File: src/rtl/imem_loader.sv
// Instruction memory loader: takes a length-prefixed little-endian byte stream
// and writes it word by word into instruction memory, holding the core while loading.
module imem_loader #(
    parameter int unsigned DEPTH       = 64,
    parameter logic [31:0] BASE_ADDR   = 32'h0000_0000,
    parameter logic [31:0] ADDR_STRIDE = 32'd4,
    parameter int unsigned TIMEOUT     = 1023
) (
    input  logic        clk,
    input  logic        rst,
    input  logic        start,
    input  logic [7:0]  byte_in,
    input  logic        byte_valid,
    output logic        byte_ready,
    output logic        mem_we,
    output logic [31:0] mem_addr,
    output logic [31:0] mem_wdata,
    output logic        cpu_hold,
    output logic        done,
    output logic        error,
    output logic [15:0] words_loaded
);

    typedef enum logic [2:0] {
        IDLE   = 3'd0,
        LEN_LO = 3'd1,
        LEN_HI = 3'd2,
        DATA   = 3'd3,
        WRITE  = 3'd4,
        DONE   = 3'd5,
        ERR    = 3'd6
    } state_t;

    state_t      state_r;
    logic [15:0] len_r;
    logic [31:0] word_r;
    logic [1:0]  byte_idx_r;
    logic [31:0] next_addr_r;
    logic [31:0] idle_r;

    logic        accept_s;
    logic [15:0] len_s;
    logic        len_bad_s;
    logic        timeout_s;
    logic [15:0] words_next_s;

    assign accept_s     = byte_valid && byte_ready;
    assign len_s        = {byte_in, len_r[7:0]};
    assign len_bad_s    = (len_s == 16'd0) || (32'(len_s) > DEPTH);
    // Fires on the idle cycle that brings the counter up to TIMEOUT.
    assign timeout_s    = (TIMEOUT != 32'd0) && !accept_s && (idle_r == (TIMEOUT - 32'd1));
    assign words_next_s = words_loaded + 16'd1;

    // Load sequencer: state, assembly registers and all registered outputs.
    always_ff @(posedge clk) begin
        if (rst) begin
            state_r      <= IDLE;
            len_r        <= 16'd0;
            word_r       <= 32'd0;
            byte_idx_r   <= 2'd0;
            next_addr_r  <= BASE_ADDR;
            idle_r       <= 32'd0;
            byte_ready   <= 1'b0;
            mem_we       <= 1'b0;
            mem_addr     <= BASE_ADDR;
            mem_wdata    <= 32'd0;
            cpu_hold     <= 1'b0;
            done         <= 1'b0;
            error        <= 1'b0;
            words_loaded <= 16'd0;
        end else begin
            case (state_r)
                IDLE, DONE, ERR: begin
                    if (start) begin
                        state_r      <= LEN_LO;
                        byte_ready   <= 1'b1;
                        cpu_hold     <= 1'b1;
                        done         <= 1'b0;
                        error        <= 1'b0;
                        words_loaded <= 16'd0;
                        idle_r       <= 32'd0;
                        byte_idx_r   <= 2'd0;
                        next_addr_r  <= BASE_ADDR;
                    end
                end
                LEN_LO: begin
                    if (accept_s) begin
                        len_r[7:0] <= byte_in;
                        idle_r     <= 32'd0;
                        state_r    <= LEN_HI;
                    end else if (timeout_s) begin
                        state_r    <= ERR;
                        error      <= 1'b1;
                        cpu_hold   <= 1'b0;
                        byte_ready <= 1'b0;
                    end else begin
                        idle_r <= idle_r + 32'd1;
                    end
                end
                LEN_HI: begin
                    if (accept_s) begin
                        len_r[15:8] <= byte_in;
                        idle_r      <= 32'd0;
                        if (len_bad_s) begin
                            state_r    <= ERR;
                            error      <= 1'b1;
                            cpu_hold   <= 1'b0;
                            byte_ready <= 1'b0;
                        end else begin
                            state_r    <= DATA;
                            byte_idx_r <= 2'd0;
                        end
                    end else if (timeout_s) begin
                        state_r    <= ERR;
                        error      <= 1'b1;
                        cpu_hold   <= 1'b0;
                        byte_ready <= 1'b0;
                    end else begin
                        idle_r <= idle_r + 32'd1;
                    end
                end
                DATA: begin
                    if (accept_s) begin
                        word_r[{byte_idx_r, 3'b000} +: 8] <= byte_in;
                        byte_idx_r <= byte_idx_r + 2'd1;
                        idle_r     <= 32'd0;
                        if (byte_idx_r == 2'd3) begin
                            state_r    <= WRITE;
                            byte_ready <= 1'b0;
                            mem_we     <= 1'b1;
                            mem_addr   <= next_addr_r;
                            mem_wdata  <= {byte_in, word_r[23:0]};
                        end
                    end else if (timeout_s) begin
                        // The partially assembled word is simply abandoned.
                        state_r    <= ERR;
                        error      <= 1'b1;
                        cpu_hold   <= 1'b0;
                        byte_ready <= 1'b0;
                    end else begin
                        idle_r <= idle_r + 32'd1;
                    end
                end
                WRITE: begin
                    mem_we       <= 1'b0;
                    words_loaded <= words_next_s;
                    next_addr_r  <= next_addr_r + ADDR_STRIDE;
                    idle_r       <= 32'd0;
                    if (words_next_s == len_r) begin
                        state_r  <= DONE;
                        done     <= 1'b1;
                        cpu_hold <= 1'b0;
                    end else begin
                        state_r    <= DATA;
                        byte_ready <= 1'b1;
                    end
                end
                default: begin
                    state_r    <= IDLE;
                    byte_ready <= 1'b0;
                    mem_we     <= 1'b0;
                    cpu_hold   <= 1'b0;
                end
            endcase
        end
    end

endmodule
File: config.mk
export PLATFORM = sky130hd
export DESIGN_NAME = imem_loader
export DESIGN_NICKNAME = d
export VERILOG_FILES = /design/src/rtl/imem_loader.sv
export SDC_FILE = /design/constraint.sdc
export NUM_CORES = 1
export LEC_CHECK = 0
export BUFFER_PORTS_ARGS = -buffer_cell sky130_fd_sc_hd__buf_2
export CORE_MARGIN = 1
export CORE_UTILIZATION = 50
export DETAILED_ROUTE_END_ITERATION = 7
export PLACE_DENSITY = 0.67
export SETUP_SLACK_MARGIN = 0.05
export SYNTH_ARGS = -nofsm -noshare
export SYNTH_HDL_FRONTEND = slang
export SYNTH_SLANG_ARGS = --single-unit
File: constraint.sdc
create_clock -name clk -period 6.1 [get_ports clk]
set_clock_uncertainty 0.15 [all_clocks]
set_input_delay 0.61 -clock clk [delete_from_list [all_inputs] [get_ports clk]]
set_output_delay 0.61 -clock clk [all_outputs]
set_load 0.005 [all_outputs]
## After elaboration in Yosys (flattened, before gate mapping)

Index checks and enable logic that the tools add are counted.

| word-level totals | value |
|---|---|
| bits in registers | 202 |
| output and inout bits | 85 |
| logic and storage cells | 119 |

| cells by class | value |
|---|---|
| add/subtract/negate cells | 5 |
| $lt $le $gt $ge | 1 |
| equality and inequality tests | 21 |
| shift-type cells | 2 |
| mux-type cells | 47 |
| bitwise operators | 1 |
| reductions and logical operators | 27 |

Operator list:

| operator | number |
|---|---|
| 32-bit two-way mux | 3 |
| 32-bit case mux with 3 select lines | 1 |
| 32-bit case mux with 2 select lines | 1 |
| 32-bit by 1-bit adder with 32-bit output, second input constant | 1 |
| 32-bit by 3-bit adder with 32-bit output, second input constant | 1 |
| 32-bit bitwise mux | 1 |
| 32-bit by 10-bit == test with 1-bit output, second input constant | 1 |
| 16-bit case mux with 2 select lines | 1 |
| 8-bit by 7-bit variable shift with 32-bit output, first input constant | 1 |
| 8-bit by 7-bit variable part select with 32-bit output | 1 |
| 3-bit two-way mux | 8 |
| 1-bit two-way mux | 20 |
| 2-bit inequality test, second input constant | 9 |
| 16-bit by 1-bit adder with 16-bit output, second input constant | 1 |
| 16-bit == test | 1 |
| 16-bit by 7-bit greater-than comparator with 1-bit output, second input constant | 1 |
| 16-bit logical NOT | 1 |
| 16-bit two-way mux | 1 |
| 3-bit case mux with 5 select lines | 1 |
| 3-bit AND reduction | 4 |
| 2-bit AND reduction | 5 |
| 5-bit AND reduction | 2 |
| 3-bit == test, second input constant | 3 |
| 3-bit inequality test, second input constant | 3 |
| other kinds (22) | 32 |

## Logic depth before layout (Yosys ltp)

| logic depth | value |
|---|---|
| depth after elaboration | 6 |
| mapped depth | 10 |
| gate-level depth less buffers | 9 |

## Worst setup path after synthesis

OpenSTA, ideal clock, no wires.

| path | value |
|---|---|
| path kind | reg-to-reg |
| start point | register words_loaded[0] |
| end point | register byte_ready |
| data arrival time | 2.448 ns |
| required time | 5.834 ns |
| setup slack | 3.386 ns |
| cell stages (with the launch flop) | 10 |
| clock period less this slack | 2.714 ns |
| cells stage by stage | dfxtp_1 -> ha_1 -> and3_1 -> buf_2 -> and3_1 -> nor2_1 -> or4_1 -> nor4_2 -> nand2_1 -> o211a_1 |

| between the ends | value |
|---|---|
| cells in the longest elaborated chain, start to end | 4 |

Ends and longest elaborated chain:

| item | line | text |
|---|---|---|
| start, declared | 21 | `output logic [15:0] words_loaded` |
| start signal, assigned | 146 | `words_loaded <= words_next_s;` |
| 16-bit by 1-bit adder with 16-bit output | 52 | `assign words_next_s = words_loaded + 16'd1;` |
| 16-bit == test | 149 | `if (words_next_s == len_r) begin` |
| 2-bit inequality test (no line) | - |  |
| 5-bit AND reduction (no line) | - |  |
| end signal, assigned | 63 | `byte_ready <= 1'b0;` |
| end signal, assigned | 155 | `byte_ready <= 1'b1;` |
| end signal, assigned | 160 | `byte_ready <= 1'b0;` |
| end, declared | 14 | `output logic byte_ready,` |

Every way passes these cells.
A chain may end at the register's enable or synchronous reset.

## Worst setup path after layout

| path | value |
|---|---|
| start point | register state_r[0] |
| end point | register idle_r[10] |

| between the ends | value |
|---|---|
| cells in the longest elaborated chain, start to end | 4 |
| elaborated cells between the ends (all ways) | 14 |
| those cells by class | eq/ne (8); mux (1); reduce/logical (5) |

Ends and longest elaborated chain:

| item | line | text |
|---|---|---|
| start, declared | 34 | `state_t state_r;` |
| start signal, assigned | 57 | `state_r <= IDLE;` |
| start signal, assigned | 75 | `state_r <= LEN_LO;` |
| start signal, assigned | 90 | `state_r <= LEN_HI;` |
| 3-bit by 2-bit == test with 1-bit output (tied with other cells) | 72 | `case (state_r)` |
| 3-bit OR reduction (on tied branches) | - |  |
| 3-bit inequality test (no line) (tied with other cells) | - |  |
| 3-bit AND reduction (no line) | - |  |
| end signal, assigned | 97 | `idle_r <= idle_r + 32'd1;` |
| end signal, assigned | 119 | `idle_r <= idle_r + 32'd1;` |
| end signal, assigned | 141 | `idle_r <= idle_r + 32'd1;` |
| end, declared | 39 | `logic [31:0] idle_r;` |

Parallel ways exist; a longest one is shown, timed or not.

==> results.md <==
* Final Cell Area at 0.009716 mm2
* Final hold viol count at 0
* Cells after synthesis at 1,092
* Crit path max-delay family: compound AO/OA/AOI/OAI gates
* Maximum root-to-sink buffer count at 2
* CTS Buf Count at 17
* Post-synthesis sequential area ratio at between 40% and 50%
* Cell Rows at 47
* Final-report max-slew violation count at 0
* Total number of vias at 7,770
* EDFF count, synth at 0
* Worst slack at placement at 2.414 ns
* Hold Startpoint: mem_addr[12]
* Syn avg cell area at 7.890 um2
* Top post-synthesis cells by area: dfxtp_1 (44%), nand2_1 (9.2%), a21oi_1 (8.4%)
* Core Footprint at 0.01670 mm2
* YS warnings at 0
* First-pass GRT wire length at 34,380 um
* DRC errors left at 0
* Sequential Area at 0.003804 mm2
* Die Height at 133.3 um
* Crit-path slowest cell: dfxtp_1
* Port bufs at 94
* Skew-Pair Late Insertion Delay at 0.43 ns
* Root Buffer Master: clkbuf_16
* Commonest register cell after synthesis: dfxtp_1
* Status: finished, final reports clean
* Fin Setup TNS at 0 ns
* Crit path capture type: register
* Vias in the first global route at 6,890
* Final min period at 3.742 ns
* Maxcap violations at 0
* Synth area leader: dfxtp_1
* Initial DRC count at 500
* Post-cts resize count at 0
* Top post-synthesis cells by count: nand2_1 (212), dfxtp_1 (190), a21oi_1 (144)
* CP max stage delay at 0.70 ns
* Clock-pin slew on the worst setup and hold paths at 0.07 ns
* Crit-path max FO at 28
* Initial Util at between 50% and 60%
* Min-Delay Endpoint: mem_addr[12]
* HP Class: register to register
* RR Startpoint: state_r[0]
* Area of the multi-input gates at 0.004469 mm2
* Max Clock Freq at 267.3 MHz
* Antenna-violating nets left at 0
* Netlist Area Pre-Place at 0.008616 mm2
* Leak Pwr at 3.486 nW
* CTS tree: built
* Largest net degree at the start of global routing at between 90 and 100
* All-Layer GR Usage at 23.81%
* Top cell type's share of synthesized area at 44.15%
* Total congestion overflow at 0
* Ports at 97
* Yosys reg bits at 190
* Routability Congestion at 0.8872
* Area Growth Syn to Fin at 12.77%
* Post-DP HPWL at 13,620 um
* CP bufs+invs at 0
* Die Wd at around 130 um
* Fillers at 1,612
* Worst Path Class, Setup: register to register
* Total power divided by cell area at 257.4 mW/mm2
* VDD IR max at just over 0.2 mV
* DP Area at 0.009141 mm2
* Clock sink count at 190
* Unrepaired setup endpoints after global routing: false
* Crit share post-route at 61.34%
* Die area at 0.01776 mm2
* Worst Path Arrival at 3.92 ns
* Post-CTS Setup Inserts at 0
* Drt total wl at about 21,000 um
* Nets at 1,167
* Transition time of the tightest slew-check pin at 1.145 ns
* Reg2Reg Depth at 7
* Htree depth at 4
* Antenna violations before repair at 0
* DR WL/cell at 15.21 um
* Setup ws final at 2.358 ns
* Worst Hold Path Cells at 2
* WP data required at 6.28 ns
* Most frequent cell after synthesis: nand2_1
* Ys async rst share at 0%
* Worst setup SP type: register
* Synth cell types at 65
* Headroom to the max-slew limit at 23.51%
* Drt pass-1 iters at 5
* Via density at 5.630
* Hold-fix buffers, CTS at 0
* R2R Path End: idle_r[10]
* Share of cells above drive strength 1 at 13.37%
* Register-to-register setup slack at 2.36 ns
* Setup Viol. Count Final at 0
* Cell Chain, Critical Path: xor2_1 > a21oi_1 > o21a_1 > nand2_1 > a21o_1 > a311o_1 > o41ai_1
[kinds of logic after synthesis]
group / count (synthesis) / share of synthesized area (%)
AND/OR/NAND/NOR: 511 / 27.81
multiplexers: 21 / 2.498
other: 1 / 0.04352
adder cells (fa/ha/maj): 9 / 1.307
flip-flops: 190 / 44.15
buffers and inverters: 84 / 4.066
XOR/XNOR: 44 / 4.473
AO/OA/AOI/OAI: 232 / 15.66
[routing by layer]
metal  vias up  share of wire [%]  track usage (%)
li1       3913                  -                -
met1      3647                 47            32.29
met2       183                 46            37.91
met3        27                4.9            4.224
met4         0                1.8            8.649
met5         -                  0                0
[layout by cell type, fill, tap and decap left out, types with 20 or more instances in the layout]
master,instances
a21oi_1,144
and3_1,24
buf_2,93
dfxtp_1,190
nand2_1,211
nand3_1,62
nor2_1,99
nor4_1,20
o21ai_0,29
xnor2_1,28
[flip-flops by register name, summed over array words and instances (netlist names)]
register and count:
byte_idx_r 2, cpu_hold 1, state_r 3, len_r 16, word_r 24, mem_wdata 32, error 1, words_loaded 16
mem_addr 30, idle_r 32, done 1, next_addr_r 30, mem_we 1, byte_ready 1
[cell type report]
type                            instances  share of cell area, %
Timing Repair Buffer                  102                  5.486
Sequential cell                       190                  39.15
Clock inverter                         14                  1.365
Antenna cell                            1                0.02576
Inverter                               16                 0.6182
Tap cell                              220                  2.833
Multi-Input combinational cell        819                  46.00
Clock buffer                           18                  4.520
[worst min-delay path, delay by kind of cell (launching register included)]
family	cells	cell delay [ns]
flops	1	0.31
simple gates	1	0.05
compound gates	1	0.05
[power breakdown]
| part | internal, mW | switching (mW) |
|---|---|---|
| clock | 0.583 | 0.502 |
| sequential | 1.25 | 0.0155 |
| combinational | 0.0419 | 0.110 |
[per-stage QoR]
step | total power [mW] | hold WS (ns) | utilization, % | std cells
floorplan | 1.399 | 0.2821 | - | 1093
global placement | 1.443 | 0.2897 | 54.73 | 1347
detailed placement | 1.443 | 0.2931 | 54.73 | 1347
CTS | 2.519 | 0.3025 | 58.16 | 1379
global route | 2.581 | 0.3171 | 58.16 | 1379
finish | 2.501 | 0.3008 | 58.17 | 1380
[worst max path at each step]
stage                                from         end  slack, ns  depth (start not counted)
final                          state_r[0]  idle_r[10]       2.36                          7
after floorplan           words_loaded[0]  byte_ready       3.39                          9
after global routing           state_r[0]  idle_r[10]       2.05                          7
after CTS                      state_r[0]  idle_r[10]       2.39                          7
after global placement         state_r[0]  idle_r[10]       2.47                          7
after detailed placement       state_r[0]  idle_r[10]       2.41                          7
Power figures use the tool's default switching activity.
